<file path="config.mk">
export PLATFORM = sky130hd
export DESIGN_NAME = avaliador_jogada
export DESIGN_NICKNAME = d
export VERILOG_FILES = /design/src/rtl/avaliador_pkg.sv /design/src/rtl/detector_borda.sv /design/src/rtl/avaliador_jogada.sv
export SDC_FILE = /design/constraint.sdc
export NUM_CORES = 1
export LEC_CHECK = 0
export ABC_AREA = 1
export CAP_MARGIN = 20
export CORE_ASPECT_RATIO = 1.75
export CORE_MARGIN = 2
export CORE_UTILIZATION = 38
export DETAILED_ROUTE_END_ITERATION = 7
export PLACE_DENSITY = 0.71
export SLEW_MARGIN = 25
export SYNTH_ARGS = -nofsm -noshare
export SYNTH_HDL_FRONTEND = slang
export SYNTH_SLANG_ARGS = --single-unit
</file>
<file path="constraint.sdc">
create_clock -name clock -period 3.1 [get_ports clock]
set_input_delay 0.62 -clock clock [delete_from_list [all_inputs] [get_ports clock]]
set_output_delay 0.62 -clock clock [all_outputs]
set_load 0.05 [all_outputs]
</file>
<file path="src/rtl/avaliador_pkg.sv">
// avaliador_pkg
// Shared definitions for the move judge (avaliador_jogada):
//   - 3-bit FSM state encodings
//   - MAX_BOTOES: widest button vector the one-hot helper accepts
//   - is_one_hot(): true when exactly one bit of the vector is set
package avaliador_pkg;

  localparam logic [2:0] OCIOSO        = 3'd0;
  localparam logic [2:0] ESPERA_SOLTAR = 3'd1;
  localparam logic [2:0] AGUARDA       = 3'd2;
  localparam logic [2:0] ACERTO        = 3'd3;
  localparam logic [2:0] ERRO          = 3'd4;

  localparam int MAX_BOTOES = 32;

  // Clearing the lowest set bit leaves zero only for a single-bit vector.
  function automatic logic is_one_hot(input logic [MAX_BOTOES-1:0] v);
    logic [MAX_BOTOES-1:0] v_menos_um;
    v_menos_um = v - {{(MAX_BOTOES-1){1'b0}}, 1'b1};
    return (v != '0) && ((v & v_menos_um) == '0);
  endfunction

endpackage

</file>
<file path="src/rtl/detector_borda.sv">
// detector_borda
// Button history registers and rising-edge vector for the move judge.
// Optional build macro AVALIADOR_SINCRONIZADOR_EN: when defined, botoes
// first passes through a 2-flop synchronizer (reset to 0), adding two
// cycles of latency; when undefined, botoes is taken as synchronous.
// Ports:
//   clock    in   system clock, rising edge
//   reset_n  in   asynchronous active-low reset
//   botoes   in   WIDTH button levels, active-high
//   botoes_q out  WIDTH first history stage (registered levels)
//   borda    out  WIDTH rising edges: botoes_q & ~botoes_q2
module detector_borda #(
  parameter int WIDTH = 4
) (
  input  logic             clock,
  input  logic             reset_n,
  input  logic [WIDTH-1:0] botoes,
  output logic [WIDTH-1:0] botoes_q,
  output logic [WIDTH-1:0] borda
);

  logic [WIDTH-1:0] botoes_entrada;
  logic [WIDTH-1:0] botoes_q2;

`ifdef AVALIADOR_SINCRONIZADOR_EN
  logic [WIDTH-1:0] sinc_ff1;
  logic [WIDTH-1:0] sinc_ff2;

  always_ff @(posedge clock or negedge reset_n) begin
    if (!reset_n) begin
      sinc_ff1 <= '0;
      sinc_ff2 <= '0;
    end else begin
      sinc_ff1 <= botoes;
      sinc_ff2 <= sinc_ff1;
    end
  end

  assign botoes_entrada = sinc_ff2;
`else
  assign botoes_entrada = botoes;
`endif

  always_ff @(posedge clock or negedge reset_n) begin
    if (!reset_n) begin
      botoes_q  <= '0;
      botoes_q2 <= '0;
    end else begin
      botoes_q  <= botoes_entrada;
      botoes_q2 <= botoes_q;
    end
  end

  assign borda = botoes_q & ~botoes_q2;

endmodule

</file>
<file path="src/rtl/avaliador_jogada.sv">
// avaliador_jogada
// Judges one player move per round and emits a single-cycle acertou or
// errou pulse for the downstream score counter. Pulses are Moore outputs
// and always separated by at least one idle cycle.
// Optional build macro AVALIADOR_SINCRONIZADOR_EN (see detector_borda).
// Ports:
//   clock          in   system clock, rising edge
//   reset_n        in   asynchronous active-low reset
//   enable         in   game running; low forces idle
//   iniciar        in   start-round request, honoured only when idle
//   alvo           in   N_BOTOES one-hot expected button
//   botoes         in   N_BOTOES button levels, active-high
//   acertou        out  one-cycle pulse, correct move
//   errou          out  one-cycle pulse, wrong move or timeout
//   jogando        out  round in progress
//   tempo_restante out  TW remaining cycles of the window, 0 when idle
//
// state         | meaning
// OCIOSO        | idle, waiting for iniciar
// ESPERA_SOLTAR | button held at start, waiting for release; timer frozen
// AGUARDA       | window open, timer counting down
// ACERTO        | one-cycle correct verdict
// ERRO          | one-cycle wrong/timeout verdict
module avaliador_jogada
  import avaliador_pkg::*;
#(
  parameter  int N_BOTOES = 4,
  parameter  int TIMEOUT  = 1000,
  localparam int TW       = $clog2(TIMEOUT + 1)
) (
  input  logic                clock,
  input  logic                reset_n,
  input  logic                enable,
  input  logic                iniciar,
  input  logic [N_BOTOES-1:0] alvo,
  input  logic [N_BOTOES-1:0] botoes,
  output logic                acertou,
  output logic                errou,
  output logic                jogando,
  output logic [TW-1:0]       tempo_restante
);

  localparam logic [TW-1:0] CARGA_TEMPO = TW'(TIMEOUT);

  logic [2:0]          state;
  logic [2:0]          state_next;
  logic [TW-1:0]       contador;
  logic [TW-1:0]       contador_next;
  logic [N_BOTOES-1:0] alvo_reg;
  logic [N_BOTOES-1:0] alvo_next;
  logic [N_BOTOES-1:0] botoes_q;
  logic [N_BOTOES-1:0] borda;

  detector_borda #(
    .WIDTH (N_BOTOES)
  ) u_detector_borda (
    .clock    (clock),
    .reset_n  (reset_n),
    .botoes   (botoes),
    .botoes_q (botoes_q),
    .borda    (borda)
  );

  // The counter is forced to 0 outside the two playing states, so it can
  // drive tempo_restante directly.
  always_comb begin
    state_next    = state;
    contador_next = contador;
    alvo_next     = alvo_reg;
    if (!enable) begin
      state_next    = OCIOSO;
      contador_next = '0;
    end else begin
      case (state)
        OCIOSO: begin
          contador_next = '0;
          if (iniciar) begin
            alvo_next = alvo;
            if (!is_one_hot(MAX_BOTOES'(alvo))) begin
              state_next = ERRO;
            end else if (|botoes_q) begin
              // A button already down would otherwise count as an instant answer.
              state_next    = ESPERA_SOLTAR;
              contador_next = CARGA_TEMPO;
            end else begin
              state_next    = AGUARDA;
              contador_next = CARGA_TEMPO;
            end
          end
        end
        ESPERA_SOLTAR: begin
          if (botoes_q == '0) begin
            state_next    = AGUARDA;
            contador_next = CARGA_TEMPO;
          end
        end
        AGUARDA: begin
          // Press edge wins over timeout in the same cycle.
          if (borda != '0) begin
            state_next    = (borda == alvo_reg) ? ACERTO : ERRO;
            contador_next = '0;
          end else if (contador == '0) begin
            state_next = ERRO;
          end else begin
            contador_next = contador - TW'(1);
          end
        end
        ACERTO, ERRO: begin
          state_next    = OCIOSO;
          contador_next = '0;
        end
        default: begin
          state_next    = OCIOSO;
          contador_next = '0;
        end
      endcase
    end
  end

  always_ff @(posedge clock or negedge reset_n) begin
    if (!reset_n) begin
      state    <= OCIOSO;
      contador <= '0;
      alvo_reg <= '0;
    end else begin
      state    <= state_next;
      contador <= contador_next;
      alvo_reg <= alvo_next;
    end
  end

  assign acertou        = (state == ACERTO);
  assign errou          = (state == ERRO);
  assign jogando        = (state == ESPERA_SOLTAR) || (state == AGUARDA);
  assign tempo_restante = contador;

endmodule

</file>
==> run_summary.xml <==
<?xml version="1.0" encoding="UTF-8"?>
<metrics>
  <group name="yosys">
    <metric name="synth_flop_cell" unit="">sky130_fd_sc_hd__dfrtp_1</metric>
    <metric name="ys.warnings.count" unit="">0</metric>
    <metric name="mappedNetlistNets" unit="">217</metric>
    <metric name="number_of_enable_type_register_cells_in_the_synthesized_netlist" unit="">0</metric>
    <metric name="synth-async-reset-ratio" unit="">1.00</metric>
    <metric name="post_syn_instances" unit="">204</metric>
    <metric name="ys_ff_latch" unit="">25</metric>
    <metric name="syn-cell-area" unit="sq um">1470</metric>
    <metric name="synth_area_per_cell" unit="sq um">7.19</metric>
    <metric name="yosysUniqueCellTypes" unit="">26</metric>
    <metric name="synth_sequential_area_ratio" unit="">0.427</metric>
  </group>
  <group name="clock_tree">
    <metric name="cts.sink_count" unit="">25</metric>
    <metric name="clkTransAtPathRegs" unit="ns">0.08</metric>
    <metric name="post_cts.resized_instances" unit="">0</metric>
    <metric name="clock_tree.root_cell" unit="">sky130_fd_sc_hd__clkbuf_8</metric>
    <metric name="cts.repair_timing.setup_buffer_count" unit="">0</metric>
    <metric name="clkLatencyLatePin" unit="ns">0.28</metric>
    <metric name="cts_tree" unit="">yes</metric>
    <metric name="cts-hold-fix-buffers" unit="">0</metric>
    <metric name="cts_max_level" unit="">1</metric>
    <metric name="cts_max_path_buffers" unit="">2</metric>
    <metric name="cts-buffers-inserted" unit="">3</metric>
  </group>
  <group name="drt">
    <metric name="routed_wire_length_per_instance" unit="microns">11.8</metric>
    <metric name="via_per_inst" unit="">4.73</metric>
    <metric name="number_of_nets_with_antenna_violations_after_detailed_routing" unit="">0</metric>
    <metric name="vias" unit="">1314</metric>
    <metric name="wirelength" unit="microns">3290</metric>
    <metric name="route.detailed.drc" unit="">0</metric>
    <metric name="drt_pre_antenna_iters" unit="">4</metric>
    <metric name="drtIter0Drc" unit="">32</metric>
  </group>
  <group name="cells_and_area">
    <metric name="area.growth.synth_to_final" unit="%">23.2</metric>
    <metric name="design.final.nets" unit="">246</metric>
    <metric name="largest_register_ff_count" unit="">10</metric>
    <metric name="antennaDiodeCount" unit="">0</metric>
    <metric name="layout-drive-gt1-share" unit="">0.0776</metric>
    <metric name="final_cell_area" unit="sq um">1810</metric>
  </group>
  <group name="critical_path">
    <metric name="worstPathMaxFanout" unit="">4</metric>
    <metric name="worst_r2r_endpoint" unit="">tempo_restante[8]</metric>
    <metric name="crit-reg2reg-launch" unit="">tempo_restante[0]</metric>
    <metric name="setup.worst_path.start_class" unit="">flip-flop</metric>
    <metric name="r2r_slack" unit="ns">1.37</metric>
    <metric name="worst_ep_arrival_time" unit="ns">1.92</metric>
    <metric name="worst_r2r_path_cells" unit="">9</metric>
    <metric name="worst_setup_path_end_kind" unit="">output port</metric>
    <metric name="critPathRequiredTime" unit="ns">2.48</metric>
    <metric name="path_class" unit="">flip-flop to output port</metric>
  </group>
  <group name="floorplanning">
    <metric name="die_h" unit="microns">86.2</metric>
    <metric name="core-area" unit="sq um">3660</metric>
    <metric name="number_of_top_level_pins" unit="">25</metric>
    <metric name="starting_density_of_the_core" unit="">0.400</metric>
    <metric name="die_w" unit="microns">51.0</metric>
    <metric name="fp-row-count" unit="">29</metric>
    <metric name="die-area" unit="sq um">4390</metric>
  </group>
  <group name="worst_hold_path">
    <metric name="timing.hold.worst_path_depth" unit="">0</metric>
    <metric name="min_to" unit="">u_detector_borda.botoes_q2[3]</metric>
    <metric name="hold_path_class" unit="">flip-flop to flip-flop</metric>
    <metric name="hold_path.startpoint" unit="">u_detector_borda.botoes_q[3]</metric>
  </group>
  <group name="flow_run">
    <metric name="maxcap_violations" unit="">0</metric>
  </group>
  <group name="timing">
    <metric name="grt_setup_unrepaired" unit="">false</metric>
    <metric name="min_period_over_period" unit="">0.821</metric>
    <metric name="pin_slew_with_the_least_headroom_to_its_limit" unit="ns">0.517</metric>
    <metric name="final.min_clock_period" unit="ns">2.54</metric>
    <metric name="clock-skew-final" unit="ns">0.00938</metric>
    <metric name="fin_worst_hold_slack" unit="ns">0.439</metric>
    <metric name="final_count_of_hold_timing_violations" unit="">0</metric>
    <metric name="worst_slew_margin_rel" unit="">0.654</metric>
    <metric name="max_freq" unit="MHz">393</metric>
    <metric name="final-setup-viol-count" unit="">0</metric>
    <metric name="timing.setup.tns" unit="ns">0</metric>
    <metric name="final_max_slew_viol_count" unit="">0</metric>
  </group>
  <group name="grt">
    <metric name="grt_util_met3" unit="">0.0155</metric>
    <metric name="gr-usage-all-layers" unit="">0.176</metric>
    <metric name="global_route.usage.met1" unit="">0.176</metric>
    <metric name="grt_start_max_net_pins" unit="">26</metric>
    <metric name="grt_overflow_total" unit="">0</metric>
    <metric name="grt_pass1_wl" unit="microns">5770</metric>
    <metric name="number_of_global_route_vias_before_repair" unit="">1331</metric>
    <metric name="grt_antenna_before_repair" unit="">0</metric>
    <metric name="busiest_grt_layer" unit="">met2</metric>
    <metric name="global_route.usage.met2" unit="">0.334</metric>
  </group>
  <group name="place">
    <metric name="hpwl_reported_at_the_end_of_detailed_placement" unit="microns">2590</metric>
    <metric name="routabilityCongestion" unit="">0.844</metric>
    <metric name="postPlaceCellArea" unit="sq um">1760</metric>
    <metric name="io_buffers" unit="">24</metric>
  </group>
  <group name="power_and_ir_drop">
    <metric name="vdd.ir_drop.worst" unit="uV">486</metric>
    <metric name="total_power" unit="uW">1290</metric>
    <metric name="power.leakage" unit="uW">0.000922</metric>
    <metric name="powerDensity" unit="nW/um^2">716</metric>
  </group>
  <group name="run_status">
    <metric name="outcome" unit="">complete, no violations</metric>
  </group>
</metrics>
[synth_stat cells, types with 2 or more instances]
master                     count  area, sq um
sky130_fd_sc_hd__a21oi_1       3         15.0
sky130_fd_sc_hd__dfrtp_1      25          626
sky130_fd_sc_hd__inv_1        24         90.1
sky130_fd_sc_hd__nand2_1      77          289
sky130_fd_sc_hd__nand2_2       2         12.5
sky130_fd_sc_hd__nand3_1      17         85.1
sky130_fd_sc_hd__nand3b_1      2         15.0
sky130_fd_sc_hd__nor2_1       23         86.3
sky130_fd_sc_hd__nor2_2        2         12.5
sky130_fd_sc_hd__nor2_4        2         22.5
sky130_fd_sc_hd__nor3_1        2         10.0
sky130_fd_sc_hd__o21ai_0       9         45.0
sky130_fd_sc_hd__xnor2_1       2         17.5
sky130_fd_sc_hd__xor2_1        2         17.5
[layer usage]
layer | up-vias | part of all wire
met4 | 0 | 0.036
met2 | 25 | 0.56
met3 | 8 | 0.022
met1 | 595 | 0.38
li1 | 686 | -
met5 | - | 0
[kinds of logic after synthesis]
family | Yosys count | share of synthesized area
adder cells (fa/ha/maj) | 1 | 0.00853
flip-flops | 25 | 0.427
AO/OA/AOI/OAI | 16 | 0.0657
AND/OR/NAND/NOR | 132 | 0.402
buffers and inverters | 26 | 0.0734
XOR/XNOR | 4 | 0.0239
[where the power goes]
| part | internal (uW) | total, uW | switching, uW |
|---|---|---|---|
| sequential | 390 | 457 | 66.9 |
| combinational | 222 | 639 | 417 |
| clock | 91.3 | 199 | 108 |
[critical path: stages (launching register included)]
cell                              delay [ns]
sky130_fd_sc_hd__dfrtp_1                0.39
sky130_fd_sc_hd__inv_1                  0.14
sky130_fd_sc_hd__nand3_1                0.17
sky130_fd_sc_hd__nand2_1                0.14
sky130_fd_sc_hd__clkdlybuf4s50_1        0.80
[worst max path at each step]
stage                     slack, ns     start      end
final                          0.56  state[2]  jogando
after global routing           0.46  state[2]  jogando
after CTS                      0.54  state[2]  jogando
after detailed placement       0.85  state[2]  jogando
after global placement         0.89  state[2]  jogando
after floorplan                0.96  state[0]  acertou
[metrics by stage]
step	setup slack [ns]	util	instances
after global placement	0.891	0.480	274
after detailed placement	0.848	0.480	274
final	0.556	0.493	278
after floorplan	0.962	-	204
after CTS	0.541	0.493	278
after global routing	0.461	0.493	278
[cells in the final DEF (no fill, tap or decap), types with 3 or more instances in the layout]
| cell | instances |
|---|---|
| sky130_fd_sc_hd__o21ai_0 | 9 |
| sky130_fd_sc_hd__dfrtp_1 | 25 |
| sky130_fd_sc_hd__nand3_1 | 17 |
| sky130_fd_sc_hd__clkbuf_8 | 3 |
| sky130_fd_sc_hd__nand2_1 | 77 |
| sky130_fd_sc_hd__clkdlybuf4s50_1 | 24 |
| sky130_fd_sc_hd__nor2_1 | 23 |
| sky130_fd_sc_hd__a21oi_1 | 3 |
| sky130_fd_sc_hd__inv_1 | 24 |
[final cells by class]
| type | count | area (sq um) |
|---|---|---|
| Tap cell | 46 | 57.6 |
| Fill cell | 386 | 1860 |
| Sequential cell | 25 | 626 |
| Clock buffer | 3 | 41.3 |
| Clock inverter | 1 | 7.51 |
| Timing Repair Buffer | 25 | 248 |
| Multi-Input combinational cell | 153 | 733 |
| Inverter | 25 | 93.8 |
Note: power is estimated with default switching activity, not from simulation.
